==> src/rtl/seq_mult_pkg.sv <==
// Shared types and helpers for the sequential shift-add multiplier.
package seq_mult_pkg;

    typedef enum logic [1:0] {
        StIdle = 2'd0,
        StRun  = 2'd1,
        StDone = 2'd2
    } state_e;

    localparam int unsigned DEFAULT_WIDTH = 8;

    function automatic int unsigned prod_w(input int unsigned w);
        return 2 * w;
    endfunction

endpackage

==> src/rtl/seq_mult_step.sv <==
// One shift-add iteration: conditionally add the multiplicand into the upper half of the
// accumulator, then shift {carry, accumulator} right by one.
module seq_mult_step
    import seq_mult_pkg::*;
#(
    parameter int unsigned WIDTH = DEFAULT_WIDTH
) (
    input  logic [prod_w(WIDTH)-1:0] acc_i,
    input  logic [WIDTH-1:0]         mcand_i,
    output logic [prod_w(WIDTH)-1:0] acc_o
);

    logic [WIDTH:0] addend;
    logic [WIDTH:0] sum;

    always_comb begin
        addend = acc_i[0] ? {1'b0, mcand_i} : '0;
        // W+1-bit sum keeps the carry so (2^W-1)^2 comes out exact.
        sum    = {1'b0, acc_i[2*WIDTH-1:WIDTH]} + addend;
        acc_o  = {sum, acc_i[WIDTH-1:1]};
    end

endmodule

==> src/rtl/seq_shift_add_multiplier.sv <==
// Iterative shift-add multiplier with valid/ready on both sides, one multiplier bit per cycle.
// Define SEQ_MULT_SIGNED_EN to add the is_signed_i port for two's-complement operands.
module seq_shift_add_multiplier
    import seq_mult_pkg::*;
#(
    parameter int unsigned WIDTH = DEFAULT_WIDTH,
    parameter int unsigned CNT_W = $clog2(WIDTH) + 1
) (
    input  logic                     clk_i,
    input  logic                     rst_i,
    input  logic                     in_valid_i,
    output logic                     in_ready_o,
    input  logic [WIDTH-1:0]         a_i,
    input  logic [WIDTH-1:0]         b_i,
`ifdef SEQ_MULT_SIGNED_EN
    input  logic                     is_signed_i,
`endif
    output logic                     out_valid_o,
    input  logic                     out_ready_i,
    output logic [prod_w(WIDTH)-1:0] p_o,
    output logic                     busy_o
);

    localparam int unsigned    ProdW   = prod_w(WIDTH);
    localparam logic [CNT_W-1:0] CntLast = CNT_W'(WIDTH - 1);

    state_e             state_q, state_d;
    logic [CNT_W-1:0]   cnt_q, cnt_d;
    logic [WIDTH-1:0]   mcand_q, mcand_d;
    logic [ProdW-1:0]   acc_q, acc_d;
    logic [ProdW-1:0]   p_q, p_d;
    logic [ProdW-1:0]   acc_step;
    logic [WIDTH-1:0]   op_a, op_b;
    logic               neg_in;
`ifdef SEQ_MULT_SIGNED_EN
    logic               neg_q, neg_d;
`endif

    seq_mult_step #(
        .WIDTH(WIDTH)
    ) u_step (
        .acc_i  (acc_q),
        .mcand_i(mcand_q),
        .acc_o  (acc_step)
    );

    // Operand conditioning at acceptance: magnitudes plus the product sign in signed mode.
    always_comb begin
`ifdef SEQ_MULT_SIGNED_EN
        op_a   = (is_signed_i && a_i[WIDTH-1]) ? -a_i : a_i;
        op_b   = (is_signed_i && b_i[WIDTH-1]) ? -b_i : b_i;
        neg_in = is_signed_i & (a_i[WIDTH-1] ^ b_i[WIDTH-1]);
`else
        op_a   = a_i;
        op_b   = b_i;
        neg_in = 1'b0;
`endif
    end

    always_comb begin
        state_d     = state_q;
        cnt_d       = cnt_q;
        mcand_d     = mcand_q;
        acc_d       = acc_q;
        p_d         = p_q;
`ifdef SEQ_MULT_SIGNED_EN
        neg_d       = neg_q;
`endif
        in_ready_o  = 1'b0;
        out_valid_o = 1'b0;
        busy_o      = 1'b1;

        unique case (state_q)
            StIdle: begin
                in_ready_o = 1'b1;
                busy_o     = 1'b0;
                if (in_valid_i) begin
                    mcand_d = op_a;
                    acc_d   = {{WIDTH{1'b0}}, op_b};
                    cnt_d   = '0;
`ifdef SEQ_MULT_SIGNED_EN
                    neg_d   = neg_in;
`endif
                    state_d = StRun;
                end
            end
            StRun: begin
                acc_d = acc_step;
                cnt_d = cnt_q + CNT_W'(1);
                if (cnt_q == CntLast) begin
`ifdef SEQ_MULT_SIGNED_EN
                    p_d = neg_q ? -acc_step : acc_step;
`else
                    p_d = acc_step;
`endif
                    state_d = StDone;
                end
            end
            StDone: begin
                out_valid_o = 1'b1;
                if (out_ready_i) begin
                    state_d = StIdle;
                end
            end
            default: begin
                state_d = StIdle;
            end
        endcase
    end

    always_ff @(posedge clk_i) begin
        if (rst_i) begin
            state_q <= StIdle;
            cnt_q   <= '0;
            mcand_q <= '0;
            acc_q   <= '0;
            p_q     <= '0;
`ifdef SEQ_MULT_SIGNED_EN
            neg_q   <= 1'b0;
`endif
        end else begin
            state_q <= state_d;
            cnt_q   <= cnt_d;
            mcand_q <= mcand_d;
            acc_q   <= acc_d;
            p_q     <= p_d;
`ifdef SEQ_MULT_SIGNED_EN
            neg_q   <= neg_d;
`endif
        end
    end

    assign p_o = p_q;

    // neg_in only feeds state in the signed build.
`ifndef SEQ_MULT_SIGNED_EN
    logic unused_neg;
    assign unused_neg = neg_in;
`endif

endmodule

==> config.mk <==
export PLATFORM = sky130hd
export DESIGN_NAME = seq_shift_add_multiplier
export DESIGN_NICKNAME = d
export VERILOG_FILES = /design/src/rtl/seq_mult_pkg.sv /design/src/rtl/seq_mult_step.sv /design/src/rtl/seq_shift_add_multiplier.sv
export SDC_FILE = /design/constraint.sdc
export NUM_CORES = 1
export LEC_CHECK = 0
export CORE_MARGIN = 2
export CORE_UTILIZATION = 40
export CTS_CLUSTER_DIAMETER = 100
export DETAILED_ROUTE_END_ITERATION = 12
export MAX_ROUTING_LAYER = met4
export SLEW_MARGIN = 10
export SYNTH_ARGS = -nofsm -noshare
export SYNTH_HDL_FRONTEND = slang
export SYNTH_HIERARCHICAL = 1
export SYNTH_SLANG_ARGS = --single-unit
export TNS_END_PERCENT = 50
==> constraint.sdc <==
create_clock -name clk_i -period 3.9 [get_ports clk_i]
set_clock_uncertainty 0.2 [all_clocks]
set_input_delay 0.585 -clock clk_i [delete_from_list [all_inputs] [get_ports clk_i]]
set_output_delay 0.585 -clock clk_i [all_outputs]
set_load 0.05 [all_outputs]
==> results by group <==
Outcome
  • Outcome: completed

Detailed routing
  • Drt pass-1 iters: 4
  • Vias per std cell: 5.056
  • Post-detailed-routing wire length: 4.977 mm
  • Drt wl/cell: 13.31 microns
  • DRT iter0 DRCs: 115
  • Vias: 1891
  • DRT antenna net count: 0
  • Drt drc: 0

Critical path
  • CP Capture Type: primary output
  • Max incr delay on CP: 0.79 ns
  • Worst R2R End: p_o[13]$_SDFFE_PP0P_
  • CP required: 3.12 ns
  • R2R Setup Slk: 1.63 ns
  • CP max-delay cell: clkdlybuf4s50_1
  • WS Path Type: flip-flop to primary output
  • FF-to-FF Start: cnt_q[0]$_SDFFE_PP0P_
  • Critical Path Start: state_q[0]$_SDFFE_PP0P_
  • Worst EP arrival: 2.00 ns
  • Crit path launch type: flip-flop
  • Crit Path Max Fanout: 15
  • Crit-path cells: or2_2, inv_1, clkdlybuf4s50_1
  • Worst Setup EP: in_ready_o
  • Reg2Reg Depth: 4

Global route
  • Largest net degree at the start of global routing: 63
  • Global-route wire length before repair: 8.155 mm
  • Global-route usage over all layers: 16.60%
  • Vias in the first global route: 1741
  • Initial antenna violation count: 0
  • Overflow after GRT: 0

Synthesis
  • FFs w/ async S/R, synth: 0%
  • Ys flop type: dfxtp_1
  • Seq/Total Area, Yosys: 38.13%
  • Ys Warns: 6
  • Yosys top cell by area: dfxtp_1
  • Mapped Avg Cell Area: 8.718 sq um
  • Dominant cells by area after synthesis: dfxtp_1, a21oi_1, nand2b_1
  • Top-count cell post-synth: dfxtp_1
  • Syn nets: 307
  • Synth Register Bits: 46
  • Post-synth EDFFs: 0
  • Post-synthesis cell type count: 43
  • Synth Instances: 277
  • Synth top area share: 38.13%
  • Most frequent cells after synthesis: dfxtp_1, a21oi_1, nand2_1
  • Synthesized cell area: 2415 sq um

Clock network
  • TritonCTS clock tree: yes
  • Post-CTS Setup Repair Bufs: 0
  • CTS Buf Count: 5
  • Cts repair resizes: 0
  • CTS sink cnt: 46
  • Clock Path Buffers: 2
  • Post-CTS Hold Buffers: 0
  • Clk slew on worst S/H paths: 0.09 ns
  • # H-tree levels: 2
  • Clock Latency Late Sink: 0.31 ns
  • CTS root buf: clkbuf_8

Min path
  • Hold Crit Class: flip-flop to flip-flop

Timing
  • Final count of negative-setup-slack endpoints: 0
  • Setup tns final: 0 ns
  • Hold Fails Final Rpt: 0
  • Slew margin rel.: 35.68%
  • Count of final max-slew check failures: 0
  • Worst-Margin Slew: 0.9648 ns
  • Max Clk Rate: 359.6 MHz
  • RSZ-0062 raised after global routing: false
  • Final period util: 71.30%
  • Post-layout min period: 2.781 ns

Floorplan
  • Die Y: 81.70 microns
  • Die X: 81.70 microns
  • FP Rows: 28
  • Initial core utilization: 41.03%
  • I/O Pins: 39
  • Core area: 5886 sq um
  • Total die area: 6675 sq um

Power and ir drop
  • Power Density: 322.6 nW/um^2
  • Seq pwr share: 55.0%
  • Max VDD drop: 0.1356 mV
  • Switch share: 26.98%
  • Combinational share of power: 12.6%
  • Internal Power: 664.3 uW
  • Sw power: 245.4 uW
  • Clock power frac: 32.5%
  • Leak: 1.036 nW

Layout
  • Final #Nets: 328
  • N_diodes: 0
  • Fin area: 2820 sq um
  • Area Overhead vs Synth: 16.79%
  • Proportion of layout cells with a drive suffix above 1: 7.023%

Run
  • Max-cap viol count: 0

Placement
  • Post-DP HPWL: 3.371 mm
  • GP Congestion: 0.7547
  • Port buffer count: 38
  • Placed inst area: 2730 sq um
[metrics by stage]
step	worst slack (ns)	power (mW)	instances	hold WS, ns	util (%)
final	1.119	0.9097	374	0.2587	47.92
after global routing	1.027	0.9575	374	0.2801	47.92
after CTS	1.109	0.9240	374	0.2608	47.92
after detailed placement	1.460	0.6265	366	0.2485	46.39
after global placement	1.473	0.6255	366	0.2422	46.39
after floorplan	1.820	0.5991	277	0.2317	-
[layout make-up]
| cell class | count | area [sq um] |
|---|---|---|
| Clock buffer | 5 | 68.82 |
| Clock inverter | 3 | 21.27 |
| Fill cell | 588 | 3065 |
| Inverter | 10 | 37.54 |
| Multi-Input combinational cell | 196 | 1295 |
| Sequential cell | 46 | 920.9 |
| Tap cell | 75 | 93.84 |
| Timing Repair Buffer | 39 | 382.9 |
[metal layers]
layer,vias up,global-route usage (%),routed length (microns)
li1,983,-,-
met1,861,21.78,2461
met2,40,25.49,2219
met3,7,3.297,213
met4,0,6.000,82
met5,-,-,0
[worst min path at each step]
stage,start,to,cells past startpoint
global route,mcand_q[4]$_SDFFE_PP0P_,mcand_q[4]$_SDFFE_PP0P_,2
finish,mcand_q[4]$_SDFFE_PP0P_,mcand_q[4]$_SDFFE_PP0P_,2
detailed placement,mcand_q[1]$_SDFFE_PP0P_,mcand_q[1]$_SDFFE_PP0P_,2
floorplan,mcand_q[0]$_SDFFE_PP0P_,mcand_q[0]$_SDFFE_PP0P_,2
global placement,mcand_q[1]$_SDFFE_PP0P_,mcand_q[1]$_SDFFE_PP0P_,2
CTS,mcand_q[1]$_SDFFE_PP0P_,mcand_q[1]$_SDFFE_PP0P_,2
[state kept, by name, summed over array words and instances (netlist names)]
signal,cells
state_q,2
acc_q,16
cnt_q,4
p_o,16
mcand_q,8
[cells in the final DEF (no fill, tap or decap), types with 2 or more instances in the layout]
master            n
dfxtp_1          46
or3b_1            3
nor2_1            7
a311o_1           2
nor2b_1          10
o41ai_1           5
mux2i_1          12
nor3_1            5
clkdlybuf4s50_1  37
ha_1              9
o21ba_2           2
nand2b_1         26
xnor2_1           2
inv_1             9
o21ai_0           6
xor2_1            2
o221a_2           2
o221a_1           3
a21o_1            2
nand2_1          30
a21oi_1          33
and2_1            8
nand3_1          12
clkbuf_8          5
[power by group through the flow]
stage                     Combinational (mW)  Sequential [mW]  Clock (mW)
after floorplan                       0.0947            0.504           0
after global placement                 0.115            0.510           0
after detailed placement               0.116            0.511           0
after CTS                              0.116            0.500       0.308
after global routing                   0.127            0.503       0.328
final                                  0.114            0.500       0.295
[cells by family after synthesis]
logic type	share of synthesized area [%]
and+or+nand+nor	24.92
AOI/OAI and AO/OA	16.32
DFF	38.13
buffers and inverters	8.238
muxes	5.441
adders and majority gates	5.492
xor gates and xnor gates	1.451
[critical path: cells and delay by family, from the launching register on]
kind	cells	cell delay (ns)
flip-flops	1	0.48
buffers and inverters	2	0.84
AND/OR/NAND/NOR	1	0.36
Power figures use the tool's default switching activity.
